==> config.mk <==
export PLATFORM = sky130hd
export DESIGN_NAME = reset_sequencer
export DESIGN_NICKNAME = d
export VERILOG_FILES = /design/src/rtl/reset_sequencer.sv
export SDC_FILE = /design/constraint.sdc
export NUM_CORES = 1
export LEC_CHECK = 0
export CAP_MARGIN = 20
export CORE_MARGIN = 2
export CORE_UTILIZATION = 49
export DETAILED_ROUTE_END_ITERATION = 8
export GPL_TIMING_DRIVEN = 0
export PLACE_DENSITY = 0.84
export SYNTH_ARGS = -nofsm -noshare
export SYNTH_HDL_FRONTEND = slang
export SYNTH_SLANG_ARGS = --single-unit
==> constraint.sdc <==
create_clock -name clk -period 1.9 [get_ports clk]
set_input_delay 0.38 -clock clk [delete_from_list [all_inputs] [get_ports clk]]
set_output_delay 0.38 -clock clk [all_outputs]
set_load 0.01 [all_outputs]
==> src/rtl/reset_sequencer.sv <==
// CPU reset generator: synchronises PLL lock and the GRESET button, debounces the
// button, and holds sys_reset for HOLD_CYCLES locked cycles after each trigger.
module reset_sequencer #(
  parameter int SYNC_STAGES     = 2,
  parameter int DEBOUNCE_CYCLES = 1024,
  parameter int HOLD_CYCLES     = 256
) (
  input  logic       clk,
  input  logic       reset,
  input  logic       pll_locked,
  input  logic       button_in,
  output logic       sys_reset,
  output logic       button_state,
  output logic [1:0] reset_cause,
  output logic [7:0] button_resets
);

  localparam int DEB_W  = $clog2(DEBOUNCE_CYCLES + 1);
  localparam int HOLD_W = $clog2(HOLD_CYCLES + 1);

  localparam logic [1:0] CAUSE_BLOCK  = 2'b00;
  localparam logic [1:0] CAUSE_LOCK   = 2'b01;
  localparam logic [1:0] CAUSE_BUTTON = 2'b10;

  typedef enum logic {HOLD = 1'b0, RUN = 1'b1} state_t;

  logic [SYNC_STAGES-1:0] lock_sync_q, lock_sync_d;
  logic [SYNC_STAGES-1:0] btn_sync_q, btn_sync_d;
  logic [DEB_W-1:0]       deb_cnt_q, deb_cnt_d;
  logic                   deb_q, deb_d;
  logic [HOLD_W-1:0]      hold_cnt_q, hold_cnt_d;
  state_t                 state_q, state_d;
  logic [1:0]             cause_q, cause_d;
  logic [7:0]             count_q, count_d;
  logic [7:0]             count_inc;
  logic                   lock_s, btn_s, btn_release;

  assign lock_s = lock_sync_q[SYNC_STAGES-1];
  assign btn_s  = btn_sync_q[SYNC_STAGES-1];

  always_comb begin
    lock_sync_d = {lock_sync_q[SYNC_STAGES-2:0], pll_locked};
    btn_sync_d  = {btn_sync_q[SYNC_STAGES-2:0], button_in};

    deb_d     = deb_q;
    deb_cnt_d = deb_cnt_q;
    if (btn_s == deb_q) begin
      deb_cnt_d = '0;
    end else if (deb_cnt_q == DEB_W'(DEBOUNCE_CYCLES - 1)) begin
      deb_d     = btn_s;
      deb_cnt_d = '0;
    end else begin
      deb_cnt_d = deb_cnt_q + DEB_W'(1);
    end

    // Release is taken from the next-state value so the FSM reacts on the same edge.
    btn_release = deb_q & ~deb_d;
    count_inc   = (count_q == 8'hFF) ? count_q : count_q + 8'd1;

    state_d    = state_q;
    hold_cnt_d = hold_cnt_q;
    cause_d    = cause_q;
    count_d    = count_q;

    case (state_q)
      HOLD: begin
        if (btn_release) begin
          hold_cnt_d = '0;
          cause_d    = CAUSE_BUTTON;
          count_d    = count_inc;
        end else if (!lock_s) begin
          hold_cnt_d = '0;
        end else if (hold_cnt_q == HOLD_W'(HOLD_CYCLES - 1)) begin
          state_d    = RUN;
          hold_cnt_d = '0;
        end else begin
          hold_cnt_d = hold_cnt_q + HOLD_W'(1);
        end
      end
      RUN: begin
        // Lock loss wins over a simultaneous release and does not count it.
        if (!lock_s) begin
          state_d    = HOLD;
          hold_cnt_d = '0;
          cause_d    = CAUSE_LOCK;
        end else if (btn_release) begin
          state_d    = HOLD;
          hold_cnt_d = '0;
          cause_d    = CAUSE_BUTTON;
          count_d    = count_inc;
        end
      end
      default: state_d = HOLD;
    endcase
  end

  always_ff @(posedge clk) begin
    if (reset) begin
      lock_sync_q <= '0;
      btn_sync_q  <= '0;
      deb_cnt_q   <= '0;
      deb_q       <= 1'b0;
      hold_cnt_q  <= '0;
      state_q     <= HOLD;
      cause_q     <= CAUSE_BLOCK;
      count_q     <= 8'd0;
    end else begin
      lock_sync_q <= lock_sync_d;
      btn_sync_q  <= btn_sync_d;
      deb_cnt_q   <= deb_cnt_d;
      deb_q       <= deb_d;
      hold_cnt_q  <= hold_cnt_d;
      state_q     <= state_d;
      cause_q     <= cause_d;
      count_q     <= count_d;
    end
  end

  assign sys_reset     = (state_q == HOLD);
  assign button_state  = deb_q;
  assign reset_cause   = cause_q;
  assign button_resets = count_q;

endmodule

==> flow_summary.toml, run 1 <==
[run_status]
status = "complete, but fails checks"
failed_checks = "negative setup slack"

[synthesis]
syn_inst = 171
synthTopCellsByArea = "dfxtp_1 (47%), nor2_1 (5.4%), a21oi_1 (4.6%)"
synth_area_leader_cell = "dfxtp_1"
yosysWarnings = 0
syn_area_um2 = 1540
netlist.area_leader.share_pct = 46.9
yosysSeqAreaShare_pct = 46.9
synthArstFlopShare_pct = 0
syn-mean-instance-area_um2 = 8.99
synth_flop_cell = "dfxtp_1"
syn_nets = 178
synth_edf_count = 0
synth_commonest_cells = "dfxtp_1 (36), nor2_1 (22), a21oi_1 (14)"
synth_cell_types = 36
ys_ff_latch = 36
yosysMostFrequentCell = "dfxtp_1"

[global_routing]
antenna_found_initial = 0
overflow = 0
track_usage_pct = 21.0
grt_start_max_net_pins = 11
grt_pass1_vias = 1316
grt_pass1_wl_mm = 5.64

[timing]
relSlewSlack_pct = 59.3
grt_setup_unrepaired = "true"
fmax_mhz = 525
worst_pin_slew_ps = 606
fin_worst_skew_ps = 5.03
layout_min_cycle_time_ps = 1910
tns_ps = -5.79
setup_viol = 1
finalHoldViolations = 0
finalCritPeriodShare_pct = 100
slew_violations = 0
setup_ws_ps = -5.79

[cts]
clockBufferDepth = 2
insertion_delay_ps = 340
clock_sinks = 36
clockRootBuffer = "clkbuf_4"
cts_tree = "built"
numCtsBuffers = 5
htreeDepth = 2
clkTransAtPathRegs_ps = 100
hold_buffers = 0

[critical_path]
reg2regPathDepth = 5
r2r-start = "deb_cnt_q[1]$_SDFF_PP0_"
r2r-end = "button_resets[7]$_SDFFE_PP0P_"
rrSetupSlack_ps = -6
worstPathMaxFanout = 6
critPathRequiredTime_ps = 2180
critPathArrivalTime_ps = 2190
end_kind = "register"
cp-start-kind = "register"
criticalPathCategory = "reg -> reg"

[placed_design]
io_buffer_count = 14
dpl-instance-area_um2 = 1750
gp_congestion = 0.804
dp_hpwl_mm = 2.26

[floorplan]
rows = 20
core_area_um2 = 3030
die_x_um = 60.0
die_h_um = 60.0
io_pins = 16
dieArea_um2 = 3600
start_util_pct = 50.7

[power]
leakage_nw = 0.613
peakVddDrop_v = 0.000493
p_per_area_nw_per_um2 = 637

[worst_hold_path]
holdPathEnd = "btn_sync_q[0]$_SDFF_PP0_"
hold_path_class = "in -> reg"
worstHoldStart = "reset"
hold_depth = 2

[final_layout]
antenna_cells = 0
stdcell_area_um2 = 1910
syn_to_final_growth_pct = 24.2
nNetsFinal = 206
layout-drive-gt1-share_pct = 18.0

[routing]
drtAntennaViolNets = 0
wl_met3_um = 160
routed_wl_mm = 3.44
route.vias.total = 1392
wl_met2_mm = 1.70
via_per_inst = 5.70
route.detailed.drc = 0
dr.pass1.iters = 4
wl_met1_mm = 1.49
wl_per_cell_um = 14.1
top_layer_used = "met4"
drt_iter0_markers = 101

[run]
maxCapViolCount = 0
stage by stage:
| stage | setup slack, ps | utilization (%) | hold slack (ps) | total power, W | instances |
|---|---|---|---|---|---|
| 2_1_floorplan | 76.0 | - | 414 | 0.000793 | 171 |
| 3_3_place_gp | -12.3 | 57.9 | 416 | 0.000800 | 229 |
| 3_5_place_dp | -102 | 57.9 | 439 | 0.000802 | 229 |
| 4_1_cts | 0.648 | 60.3 | 411 | 0.00123 | 237 |
| 5_1_grt | -58.2 | 63.0 | 433 | 0.00126 | 244 |
| 6_report | -5.79 | 63.0 | 419 | 0.00122 | 244 |
critical path, cell delays in order (launching register included):
cell	delay, ps
dfxtp_2	360
ha_4	150
nand3_4	100
or4_4	580
or4_4	530
a21oi_1	130
area by class of cell:
cell class / count / area, um^2
fill: 266 / 1120
tap: 44 / 55.1
inverter: 6 / 22.5
clock buffer: 8 / 58.8
timing repair buffer: 22 / 200
multi-input combinational: 124 / 823
sequential: 36 / 732
buffer: 4 / 16.3
power breakdown:
group          total [W]  switching, W  internal, W
registers       0.000763    0.00000309     0.000759
clock network   0.000428      0.000246     0.000183
logic          0.0000245     0.0000133    0.0000111
layer usage:
metal | track usage [%] | up-vias
li1 | - | 667
met4 | 12.7 | 0
met3 | 4.55 | 9
met5 | 0 | -
met2 | 33.4 | 49
met1 | 25.9 | 667
how the worst max path moves through the flow:
| stage | to | start | cells past startpoint |
|---|---|---|---|
| floorplan | button_resets[4]$_SDFFE_PP0P_ | button_state$_SDFF_PP0_ | 5 |
| global placement | button_resets[6]$_SDFFE_PP0P_ | deb_cnt_q[4]$_SDFF_PP0_ | 6 |
| detailed placement | button_resets[5]$_SDFFE_PP0P_ | deb_cnt_q[4]$_SDFF_PP0_ | 6 |
| CTS | button_resets[5]$_SDFFE_PP0P_ | deb_cnt_q[1]$_SDFF_PP0_ | 5 |
| global route | button_resets[7]$_SDFFE_PP0P_ | deb_cnt_q[1]$_SDFF_PP0_ | 5 |
| finish | button_resets[7]$_SDFFE_PP0P_ | deb_cnt_q[1]$_SDFF_PP0_ | 5 |
placed cells by master, fill, tap and decap left out, drive strengths merged, types with 2 or more instances in the layout:
cell           Yosys  layout
dfxtp             36      36
nor2              22      22
clkdlybuf4s50      0      14
a21oi             14      14
clkbuf             5      11
nand2              9       9
nand3              9       9
buf                1       9
or4                7       8
o21ai              7       7
xnor2              6       6
xor2               6       6
nor2b              6       6
inv                6       6
o31ai              6       6
or3                4       4
nand4              4       4
and4               3       3
nand3b             3       3
ha                 3       3
a211oi             2       2
cell families after synthesis:
kind of cell               after synthesis  share of synthesized area [%]
adders and majority gates                3                           2.44
xor gates and xnor gates                12                           6.84
buffers and inverters                   12                           3.42
and+or+nand+nor                         75                           27.4
DFF                                     36                           46.9
AOI/OAI and AO/OA                       32                           12.3
muxes                                    1                          0.651
registers in the layout (all words and copies together) (netlist names):
name	count
button_resets	8
button_state	1
btn_sync_q	2
hold_cnt_q	9
reset_cause	2
deb_cnt_q	11
state_q	1
lock_sync_q	2
what timing repair did:
| action | 4_1_cts | 5_1_grt |
|---|---|---|
| cloned | 0 | 1 |
| setup buffers | 2 | 6 |
| gates resized for setup | 6 | 12 |
| pin swaps | 1 | 1 |
| setup endpoints to repair | 9 | 18 |
No activity file was read; power rests on OpenSTA's default activity.
==> run 2: changes to the inputs <==
Settings changed: CORE_UTILIZATION 49 to 50, PLACE_DENSITY 0.84 to 0.83.
Clock period 1.9 ns to 2.07 ns, I/O delays scaled along.
==> run 2 against run 1 <==
Against the previous run: utilization down 1.8 points; routed wire length fell by 8.9%; the flow now finishes without violations; critical path type unchanged; non-clock buffer count decreased by 6; critical endpoint is now button_resets[5]$_SDFFE_PP0P_; highest routed layer unchanged; die area down 1.9%; clock-buffer cell count stayed put; via count is 6.3% lower; global-route usage down 0.97 points.
==> flow_summary.toml, run 2 (synthesized netlist as in run 1, its figures left out) <==
[timing]
slew_violations = 0
setup_viol = 0
fin_worst_skew_ps = 12.0
fmax_mhz = 495
finalCritPeriodShare_pct = 97.6
holdWs_ps = 447
worst_pin_slew_ps = 613
relSlewSlack_pct = 58.8
finalHoldViolations = 0
layout_min_cycle_time_ps = 2020

[cts]
clockRootBuffer = "clkbuf_4"
insertion_delay_ps = 350
clock_sinks = 36
cts_tree = "built"
clkTransAtPathRegs_ps = 100
htreeDepth = 2
numCtsBuffers = 5
clockBufferDepth = 2

[final_layout]
layout-drive-gt1-share_pct = 10.4
nNetsFinal = 199
largest_register_ffs = 11
final_cells = 226
syn_to_final_growth_pct = 18.6
antenna_cells = 0
final_common_cell = "dfxtp_1"
layout.cells.most_common_list = "dfxtp_1 (33), nor2_1 (22), a21oi_1 (14), clkdlybuf4s50_1 (14), nand2_1 (9)"
fillers = 250
top_register = "deb_cnt_q"

[global_routing]
antenna_found_initial = 0
grt_start_max_net_pins = 11
track_usage_pct = 20.1
overflow = 0
grt_pass1_wl_mm = 5.29
grt_pass1_vias = 1284

[floorplan]
io_pins = 16
die_x_um = 59.4
start_util_pct = 51.6
die_h_um = 59.4
dieArea_um2 = 3530
rows = 20
core_area_um2 = 2980

[critical_path]
critPathRequiredTime_ps = 2350
critPathArrivalTime_ps = 2300
end_kind = "register"
critPathMaxStageDelay_ps = 530
critPathTopFamily = "simple AND/OR/NAND/NOR gates"
rrSetupSlack_ps = 50
path_cells = "ha_4, nand3_4, or4_4, buf_6, or4_1, a21oi_1"
worstPathMaxFanout = 10
slowest_stage = "or4_4"
r2r-start = "deb_cnt_q[1]$_SDFF_PP0_"
worst-path-buf-inv = 1
cp-start-kind = "register"
r2r-end = "button_resets[5]$_SDFFE_PP0P_"
criticalPathCategory = "reg -> reg"
reg2regPathDepth = 6

[routing]
dr.pass1.iters = 4
route.detailed.drc = 0
via_per_inst = 5.77
drtAntennaViolNets = 0
drt_iter0_markers = 87
route.vias.total = 1304
routed_wl_mm = 3.13
wl_per_cell_um = 13.9

[worst_hold_path]
hold_path_class = "reg -> reg"
holdPathEnd = "lock_sync_q[1]$_SDFF_PP0_"
hold_depth = 1
worstHoldStart = "lock_sync_q[0]$_SDFF_PP0_"

[placed_design]
place_inst = 218
gp_congestion = 0.807
io_buffer_count = 14
dp_hpwl_mm = 2.20

[power]
leakage_nw = 0.570
peakVddDrop_v = 0.000519
finalPower_w = 0.00111
p_per_area_nw_per_um2 = 611

[run]
maxCapViolCount = 0

[run_status]
status = "completed"
run 2: power by group:
part,switching [W],internal (W)
combinational,0.0000115,0.00000947
clock,0.000228,0.000168
sequential,0.00000269,0.000696
total,0.000242,0.000873
run 2: per-stage QoR:
| stage | setup WS (ps) | area [um^2] | util [%] | TNS, ps |
|---|---|---|---|---|
| detailed placement | -86.4 | 1720 | 57.7 | -329 |
| finish | 49.2 | 1820 | 61.2 | 0 |
| global route | -8.71 | 1820 | 61.2 | -11.0 |
| CTS | 9.78 | 1800 | 60.3 | 0 |
| global placement | -11.1 | 1720 | 57.7 | -15.8 |
| floorplan | 63.8 | 1540 | - | 0 |
run 2: worst reg2reg max path, delay by kind of cell, from the launching register on:
family	cells	cell delay, ps
and+or+nand+nor	3	1140
DFF	1	370
adders and majority gates	1	160
buffers and inverters	1	150
AOI/OAI and AO/OA	1	140
run 2: metal layers:
metal,track usage (%),vias to the layer above,routed length [um]
met5,0,-,0
met4,11.0,0,57
met3,5.24,8,143
met2,33.4,28,1550
met1,23.2,616,1380
li1,-,652,-
run 2: area by class of cell:
| class | count | area, um^2 | share of cell area (%) |
|---|---|---|---|
| Multi-Input combinational cell | 123 | 798 | 43.8 |
| Sequential cell | 36 | 727 | 39.9 |
| Timing Repair Buffer | 15 | 148 | 8.10 |
| Clock buffer | 8 | 58.8 | 3.23 |
| Tap cell | 33 | 41.3 | 2.26 |
| Buffer | 5 | 27.5 | 1.51 |
| Inverter | 6 | 22.5 | 1.24 |
run 2: what timing repair did:
| item | 4_1_cts | 5_1_grt |
|---|---|---|
| hold buffers | 0 | 0 |
| setup buffers | 0 | 1 |
| endpoints found under the setup margin | 8 | 6 |
| gates resized for setup | 5 | 8 |
| pin swaps | 0 | 1 |
run 2: how the worst max path moves through the flow:
stage                                       start  slack [ps]  depth (start not counted)                       endpoint
after floorplan           deb_cnt_q[0]$_SDFF_PP0_          60                          6  button_resets[4]$_SDFFE_PP0P_
after global placement    deb_cnt_q[0]$_SDFF_PP0_         -10                          7  button_resets[6]$_SDFFE_PP0P_
after detailed placement  deb_cnt_q[0]$_SDFF_PP0_         -90                          7  button_resets[5]$_SDFFE_PP0P_
after CTS                 deb_cnt_q[0]$_SDFF_PP0_          10                          6  button_resets[5]$_SDFFE_PP0P_
after global routing      deb_cnt_q[1]$_SDFF_PP0_          -9                          6  button_resets[4]$_SDFFE_PP0P_
final                     deb_cnt_q[1]$_SDFF_PP0_          50                          6  button_resets[5]$_SDFFE_PP0P_
